[config.mk]
export PLATFORM = sky130hd
export DESIGN_NAME = alu_arbiter
export DESIGN_NICKNAME = d
export VERILOG_FILES = /design/src/rtl/alu_arbiter.sv
export SDC_FILE = /design/constraint.sdc
export NUM_CORES = 1
export LEC_CHECK = 0
export CORE_MARGIN = 2
export CORE_UTILIZATION = 40
export CTS_CLUSTER_DIAMETER = 40
export DETAILED_ROUTE_END_ITERATION = 10
export DONT_BUFFER_PORTS = 1
export GPL_TIMING_DRIVEN = 0
export PLACE_DENSITY = 0.66
export SLEW_MARGIN = 20
export SYNTH_ARGS = -nofsm -noshare
export SYNTH_HDL_FRONTEND = slang
export SYNTH_SLANG_ARGS = --single-unit
export TNS_END_PERCENT = 100
[constraint.sdc]
create_clock -name clk -period 6 [get_ports clk]
set_input_delay 0.6 -clock clk [delete_from_list [all_inputs] [get_ports clk]]
set_output_delay 0.6 -clock clk [all_outputs]
set_load 0.1 [all_outputs]
[src/rtl/alu_arbiter.sv]
// Two-port round-robin arbiter sharing one registered 32-bit ALU.
// IDLE grants and latches, EXEC computes, RESP holds the result.
module alu_arbiter (
  input  logic        clk,
  input  logic        rst,
  input  logic [1:0]  req_valid,
  output logic [1:0]  req_ready,
  input  logic [31:0] req_a0,
  input  logic [31:0] req_b0,
  input  logic [3:0]  req_sel0,
  input  logic [31:0] req_a1,
  input  logic [31:0] req_b1,
  input  logic [3:0]  req_sel1,
  output logic [1:0]  rsp_valid,
  input  logic [1:0]  rsp_ready,
  output logic [31:0] rsp_data,
  output logic        rsp_zero,
  output logic        rsp_err
);

  typedef enum logic [1:0] {
    IDLE = 2'd0,
    EXEC = 2'd1,
    RESP = 2'd2
  } state_t;

  state_t      state_q, state_d;
  logic        last_q, last_d;
  logic        gnt_q, gnt_d;
  logic [31:0] a_q, a_d;
  logic [31:0] b_q, b_d;
  logic [3:0]  sel_q, sel_d;
  logic [31:0] data_q, data_d;
  logic        zero_q, zero_d;
  logic        err_q, err_d;

  logic        gnt_c;
  logic [31:0] res_c;
  logic        ill_c;
  logic [4:0]  shamt;

  // Round-robin pick: on conflict the requester not served last wins
  always_comb begin
    if (req_valid[0] && req_valid[1]) begin
      gnt_c = ~last_q;
    end else begin
      gnt_c = ~req_valid[0];
    end
  end

  // ALU datapath on the latched operands
  always_comb begin
    res_c = '0;
    ill_c = 1'b0;
    shamt = b_q[4:0];
    case (sel_q)
      4'd0: res_c = a_q & b_q;
      4'd1: res_c = a_q | b_q;
      4'd2: res_c = a_q + b_q;
      4'd3: res_c = a_q - b_q;
      4'd4: res_c = a_q ^ b_q;
      4'd5: res_c = {31'd0, $signed(a_q) < $signed(b_q)};
      4'd7: res_c = a_q << shamt;
      4'd8: res_c = a_q >> shamt;
      4'd9: res_c = $unsigned($signed(a_q) >>> shamt);
      default: ill_c = 1'b1;
    endcase
  end

  // Next-state and handshake outputs
  always_comb begin
    state_d   = state_q;
    last_d    = last_q;
    gnt_d     = gnt_q;
    a_d       = a_q;
    b_d       = b_q;
    sel_d     = sel_q;
    data_d    = data_q;
    zero_d    = zero_q;
    err_d     = err_q;
    req_ready = 2'b00;
    rsp_valid = 2'b00;
    case (state_q)
      IDLE: begin
        if (|req_valid) begin
          req_ready = gnt_c ? 2'b10 : 2'b01;
          gnt_d     = gnt_c;
          last_d    = gnt_c;
          a_d       = gnt_c ? req_a1 : req_a0;
          b_d       = gnt_c ? req_b1 : req_b0;
          sel_d     = gnt_c ? req_sel1 : req_sel0;
          state_d   = EXEC;
        end
      end
      EXEC: begin
        data_d  = res_c;
        zero_d  = (res_c == 32'd0);
        err_d   = ill_c;
        state_d = RESP;
      end
      RESP: begin
        rsp_valid = gnt_q ? 2'b10 : 2'b01;
        if (rsp_ready[gnt_q]) begin
          state_d = IDLE;
        end
      end
      default: state_d = IDLE;
    endcase
  end

  // State and datapath registers
  always_ff @(posedge clk or posedge rst) begin
    if (rst) begin
      state_q <= IDLE;
      last_q  <= 1'b1;
      gnt_q   <= 1'b0;
      a_q     <= '0;
      b_q     <= '0;
      sel_q   <= '0;
      data_q  <= '0;
      zero_q  <= 1'b0;
      err_q   <= 1'b0;
    end else begin
      state_q <= state_d;
      last_q  <= last_d;
      gnt_q   <= gnt_d;
      a_q     <= a_d;
      b_q     <= b_d;
      sel_q   <= sel_d;
      data_q  <= data_d;
      zero_q  <= zero_d;
      err_q   <= err_d;
    end
  end

  assign rsp_data = data_q;
  assign rsp_zero = zero_q;
  assign rsp_err  = err_q;

endmodule

-- After elaboration in Yosys (flattened, before gate mapping)
Index checks and enable logic that the tools add are counted.
- mux-type cells: 16
- divide/modulo/power cells: 0
- add/subtract/negate cells: 2
- magnitude comparators: 2
- reductions and logical operators: 8
- shift operators: 3
- bitwise operators: 5
- $mul: 0
- eq/ne operators: 12
- operators with widths (kind ; count):
    $pmux 32 s9 ; 1
    $mux 32 ; 2
    $add 32x32->32 ; 1
    $and 32x32->32 ; 1
    $logic_not 32->1 ; 1
    $lt 32x32->1 ; 1
    $or 32x32->32 ; 1
    $shl 32x5->32 ; 1
    $shr 32x5->32 ; 1
    $sshr 32x5->32 ; 1
    $sub 32x32->32 ; 1
    $xor 32x32->32 ; 1
    $mux 2 ; 7
    $eq 4x3->1 const B ; 3
    $reduce_or 9->1 ; 1
    $eq 4x2->1 const B ; 2
    $eq 4x4->1 const B ; 2
    $pmux 2 s3 ; 1
    $eq 4x1->1 const B ; 1
    $logic_not 4->1 ; 1
    $mux 1 ; 4
    $mux 4 ; 1
    $ne 2x2->1 const B ; 2
    $reduce_and 2->1 ; 2
    other kinds (7) ; 8
- bits in registers: 106
- bits of input ports: 142
- memories kept: 0
- latch bits: 0
- bits in writable memories: 0
- ROM bits: 0

-- Longest topological paths before layout
Gate-level depths: netlist (run 1).
- depth after elaboration: 5
- mapped depth: 18
- mapped depth without buffers: 14

-- Worst setup path after synthesis (run 1)
OpenSTA, ideal clock, no wires.
- path kind: flip-flop to flip-flop
- start: register b_q[2]
- end: register zero_q, in the netlist rsp_zero
- setup slack: 1.682 ns
- data required time: 5.929 ns
- period minus slack after synthesis: 4.318 ns
- setup time: 0.071 ns
- cell stages (with the launch flop): 19
- data arrival time: 4.247 ns
- cells stage by stage: dfrtp_1 -> buf_4 -> buf_2 -> buf_4 -> inv_1 -> buf_2 -> clkbuf_1 -> ha_1 -> nor2b_1 -> o2111ai_1 -> a21oi_1 -> or3_1 -> a221oi_1 -> mux2i_1 -> o211ai_1 -> nor4_1 -> nand4_1 -> nor4_1 -> a32o_1
- longest elaborated chain between the ends: 3
- elaborated cells on any way between the ends: 11
- classes of those cells: add/sub (2); order compare (1); shift (3); mux (1); bitwise (3); reduce/logical (1)
- RTL lines (what ; line ; RTL):
    start, declared ; 31 ; logic [31:0] b_q, b_d;
    start signal, assigned ; 118 ; b_q <= '0;
    start signal, assigned ; 128 ; b_q <= b_d;
    $sub 32x32->32 (tied with other cells) ; 60 ; 4'd3: res_c = a_q - b_q;
    $pmux 32 s9 * ; 56 ; case (sel_q)
    $logic_not 32->1 * ; 97 ; zero_d = (res_c == 32'd0);
    end signal, assigned ; 131 ; zero_q <= zero_d;
    end, declared ; 34 ; logic zero_q, zero_d;
Every way passes the cells marked *; elsewhere a longest branch is shown, timed or not.
A chain may end at the register's enable or synchronous reset.

-- Final worst setup path (run 1)
Ends and elaborated chain as after synthesis.

==> results of run 1 <==
## layer usage
metal	GRT usage	vias up	wire length, um
met3	0.0843	254	8110
met4	0.249	0	5560
li1	-	6985	-
met5	0	-	0
met1	0.538	8137	31700
met2	0.626	1236	34200
## worst paths after layout
path,slack (ps),cells after the start,end
max,150,17,rsp_zero
min in group clk,410,2,a_q[6]
min reg2reg,530,2,last_q
min,70,1,a_q[25]
max reg2reg,150,17,rsp_zero
max in group asynchronous,5250,2,rsp_data[7]
## through the flow
stage | instances | util | hold slack (ps) | setup slack, ps | area (um2)
floorplan | 1873 | - | 477 | 1680 | 14700
global placement | 2341 | 0.419 | 495 | -376 | 15200
detailed placement | 2345 | 0.422 | 505 | -356 | 15300
CTS | 2360 | 0.430 | 75.1 | 43.4 | 15600
global route | 2359 | 0.431 | 100 | 36.2 | 15700
finish | 2359 | 0.431 | 71.1 | 149 | 15700
## cell usage in the layout (no fill, tap or decap), drive strengths merged, types with 11 or more instances in the layout
cell type  count
o2111ai       14
nand3         47
dfrtp        105
nand2b        22
a31oi         19
a21oi        176
nand4         20
nor2         204
a22oi         19
nor4          19
xnor2         16
or3           11
mux2          31
o22ai         20
a221oi        13
buf           54
nor3          46
nand2        141
ha            99
a211oi        23
nor2b         12
mux4          61
mux2i        124
inv          105
o211ai        35
a22o          13
clkbuf       134
o21ai        109
## registers in the layout, indices dropped and copies added (netlist names)
register,count
a_q,32
b_q,32
rsp_data,32
sel_q,4
state_q,2
gnt_q,1
last_q,1
rsp_err,1
rsp_zero,1
## synth_stat cells (19+ instances only)
cell,count,area (um2)
nor3_1,45,225
clkbuf_1,124,465
inv_1,99,372
ha_1,99,1240
mux2_2,31,349
a211oi_1,22,165
o211ai_1,35,263
nand2b_1,22,138
dfrtp_1,105,2630
a31oi_1,19,119
o22ai_1,20,125
mux2i_1,124,1240
buf_2,24,120
nand2_1,141,529
mux4_2,61,1370
a21oi_1,176,881
nand4_1,20,125
nor2_1,204,766
o21ai_0,109,546
nand3_1,47,235
## area by class of cell
cell class                      count  area (um2)
Fill cell                        3799       20700
Buffer                            173         721
Clock inverter                      5        45.0
Multi-Input combinational cell   1489       11000
Inverter                          103         392
Clock buffer                       11         243
Timing Repair Buffer                4        57.6
Tap cell                          468         586
Sequential cell                   106        2650
## repair_timing
action,in CTS,in global routing
endpoints found under the setup margin,1,1
resized for setup,3,7
pin swaps,0,0
hold endpoints to repair,0,0
## logic make-up after synthesis
logic type | synth area share
adders and majority gates | 0.0872
and+or+nand+nor | 0.186
xor gates and xnor gates | 0.00956
DFF | 0.181
AOI/OAI and AO/OA | 0.258
muxes | 0.202
buffers and inverters | 0.0758
## worst max-delay path, stage by stage (launching register included)
cell	delay, ps
dfrtp_1	610
buf_4	260
buf_2	330
buf_4	290
inv_1	150
buf_2	320
ha_1	470
nor2b_1	200
o2111ai_1	440
a21oi_1	250
or3_1	510
a221oi_1	540
mux2i_1	240
o211ai_1	170
nor4_1	310
nand4_1	140
nor4_1	300
a32o_1	220
==> impl_metrics.ini, run 1 <==
[outcome]
status = complete, no violations

[cts]
cts_sinks = 106
postCtsSetupBuffers = 0
cts_htree_levels = 3
clk_path_buf_depth = 2
cts_buffers = 9
root_buffer = clkbuf_16
cts_tree = built
clkLatencyLatePin_ps = 390
holdBufCountCts = 0
path_clk_slew_ps = 80

[drt]
via_per_inst = 7.04
drtIter0Drc = 2231
wl_um = 79600
vias = 16600
antenna_left = 0
drc = 0
dr.pass1.iters = 6
wl_per_cell_um = 33.7

[synth]
synth_edf_count = 0
yosysSeqAreaShare = 0.181
ys_ff_latch = 106
syn_area_um2 = 14700
yosysWarnings = 0
synth_nets = 2116
synth-main-ff-cell = dfrtp_1
ys_types = 84
netlist_instances = 1873
synth_area_per_cell_um2 = 7.83
async_reset_ff_frac = 1.00

[die]
die_height_um = 195
row_count = 70
core-area_um2 = 36300
start_util = 0.403
die_area_um2 = 38200
ios = 180
fp.dieW_um = 195

[setup_path]
worstPathRequired_ps = 6330
crit_type = register to register
arrival_ps = 6180
critPathMaxFanout = 20
start_kind = register
r2r_start = b_q[2]
end_kind = register
startpoint = b_q[2]

[sta]
timing.fmax_mhz = 171
skew_ps = 12.2
period_needed_ps = 5850
setup_viol = 0
worst_slew_pin_slew_ps = 1230
period_share = 0.975
drv_slew = 0
grt_setup_unrepaired = false
finalHoldViolations = 0
tns_ps = 0
relSlewSlack = 0.181

[job]
cap_violations = 0

[grt]
grt_max_degree = 63
antenna_found_initial = 1
grt_pass1_wl_um = 113000
grt_usage = 0.411
grt_pass1_vias = 15600
grt-ovfl-total = 0

[cells_and_area]
drive_gt1_frac = 0.0978
finalNetCount = 2129
n_antenna_cell = 0
area_growth_pct = 6.76

[placement]
gp_congestion = 1.08
portBuffers = 0
dpl.hpwl_um = 64700

[hold_path]
hp-class = primary input to async pin
Power of run 1 is not shown: default switching activity piles up to over one toggle a cycle in this logic, so the estimate is an artifact.
==> run 2, diff against run 1 <==
- clock period: 6 -> 6.7 ns (I/O delays scaled with it)
==> run 2 against run 1 <==
- critical path depth unchanged
- flip-flop and latch count is the same
- highest routed layer is now met5
- largest cell class unchanged
- core utilization about the same
==> impl_metrics.ini, run 2 (synthesis gave the netlist of run 1 again) <==
[grt]
grt_max_degree = 63
antenna_found_initial = 1
grt_pass1_wl_um = 113000
grt-ovfl-total = 0
grt_usage = 0.412
grt_pass1_vias = 15700

[setup_path]
cp_top_family = compound AO/OA/AOI/OAI gates
critPathMaxFanout = 11
arrival_ps = 6710
start_kind = register
r2r_start = b_q[3]
crit_cells = 17
r2r_cells = 17
crit_type = register to register
r2r-end = rsp_zero
critPathSlowestCell = a2111oi_1
worstPathRequired_ps = 7030
end_kind = register
reg2reg_slack_ps = 320
worstPathCellList = buf_2 > inv_2 > clkbuf_1 > clkbuf_1 > ha_1 > buf_2 > nor2_1 > a221oi_1 > nand2_1 > a311oi_1 > o2111ai_1 > a2111oi_1 > nand4_1 > nor4_1 > nand4_1 > nor4_1 > a32o_1
startpoint = b_q[3]
slowest_delay_ps = 820
critPathBufInv = 5

[drt]
wl_um = 80200
drtIter0Drc = 2420
dr.pass1.iters = 6
antenna_left = 0
vias = 16700
drc = 0
wl_per_cell_um = 34.0
via_per_inst = 7.06

[hold_path]
hp-class = primary input to async pin

[cts]
root_buffer = clkbuf_16
cts_sinks = 106
clkLatencyLatePin_ps = 400
clk_path_buf_depth = 2
postCtsSetupBuffers = 0
cts_buffers = 9
postCtsResizedCells = 0
cts_htree_levels = 3
path_clk_slew_ps = 80
cts_tree = built
holdBufCountCts = 0

[sta]
tns_ps = 0
period_share = 0.952
setup_viol = 0
skew_ps = 12.3
worst_slew_pin_slew_ps = 1220
timing.fmax_mhz = 157
grt_setup_unrepaired = false
period_needed_ps = 6380
relSlewSlack = 0.177
drv_slew = 0
finalHoldViolations = 0

[die]
die_height_um = 195
start_util = 0.403
ios = 180
fp.dieW_um = 195
core-area_um2 = 36300
die_area_um2 = 38200
row_count = 70

[placement]
dpl.hpwl_um = 64700
gp_congestion = 1.08
portBuffers = 0

[outcome]
status = complete, no violations

[cells_and_area]
drive_gt1_frac = 0.0946
final_cell_mix = nor2_1 (202), a21oi_1 (176), nand2_1 (141)
final_common_cell = nor2_1
finalNetCount = 2131
regArea_um2 = 2650
multi_input_area_um2 = 10900
area_growth_pct = 6.67
n_antenna_cell = 0
n_fill_cell = 3797

[job]
cap_violations = 0
-- run 2: worst max path at each step --
stage	slack, ps	to
3_3_place_gp	320	rsp_zero
4_1_cts	310	rsp_zero
3_5_place_dp	340	rsp_zero
2_1_floorplan	2380	rsp_zero
5_1_grt	60	rsp_zero
6_report	320	rsp_zero
-- run 2: layout make-up --
class                   count  share of cell area
clock buffers              11              0.0155
well taps                 468              0.0374
plain buffers             175              0.0463
inverters                 103              0.0250
clock inverters             5             0.00288
repair buffers              4             0.00368
flip-flops and latches    106               0.170
multi-input cells        1489               0.699
-- run 2: stage by stage --
| step | hold WS [ps] | utilization | instance area [um2] | setup slack (ps) | cells |
|---|---|---|---|---|---|
| finish | 140 | 0.430 | 15600 | 324 | 2361 |
| global route | 170 | 0.430 | 15600 | 62.1 | 2361 |
| CTS | 145 | 0.430 | 15600 | 306 | 2361 |
| detailed placement | 521 | 0.422 | 15300 | 344 | 2345 |
| global placement | 495 | 0.419 | 15200 | 324 | 2341 |
| floorplan | 477 | - | 14700 | 2380 | 1873 |
-- run 2: routing by layer --
metal,part of all wire,wire [um],GRT usage,up-vias
met4,0.068,5420,0.243,2
met3,0.10,7990,0.0836,264
met2,0.43,34600,0.629,1228
li1,-,-,-,6990
met5,0.00016,13,0,-
met1,0.40,32100,0.541,8183
-- run 2: worst reg2reg max path, delay by kind of cell, from the launching register on --
kind | cells | cell delay (ps)
compound gates | 5 | 2380
flops | 1 | 400
simple gates | 6 | 1280
fa+ha+maj | 1 | 220
buf+inv | 5 | 2030
Power of run 2 is left out for the same reason.
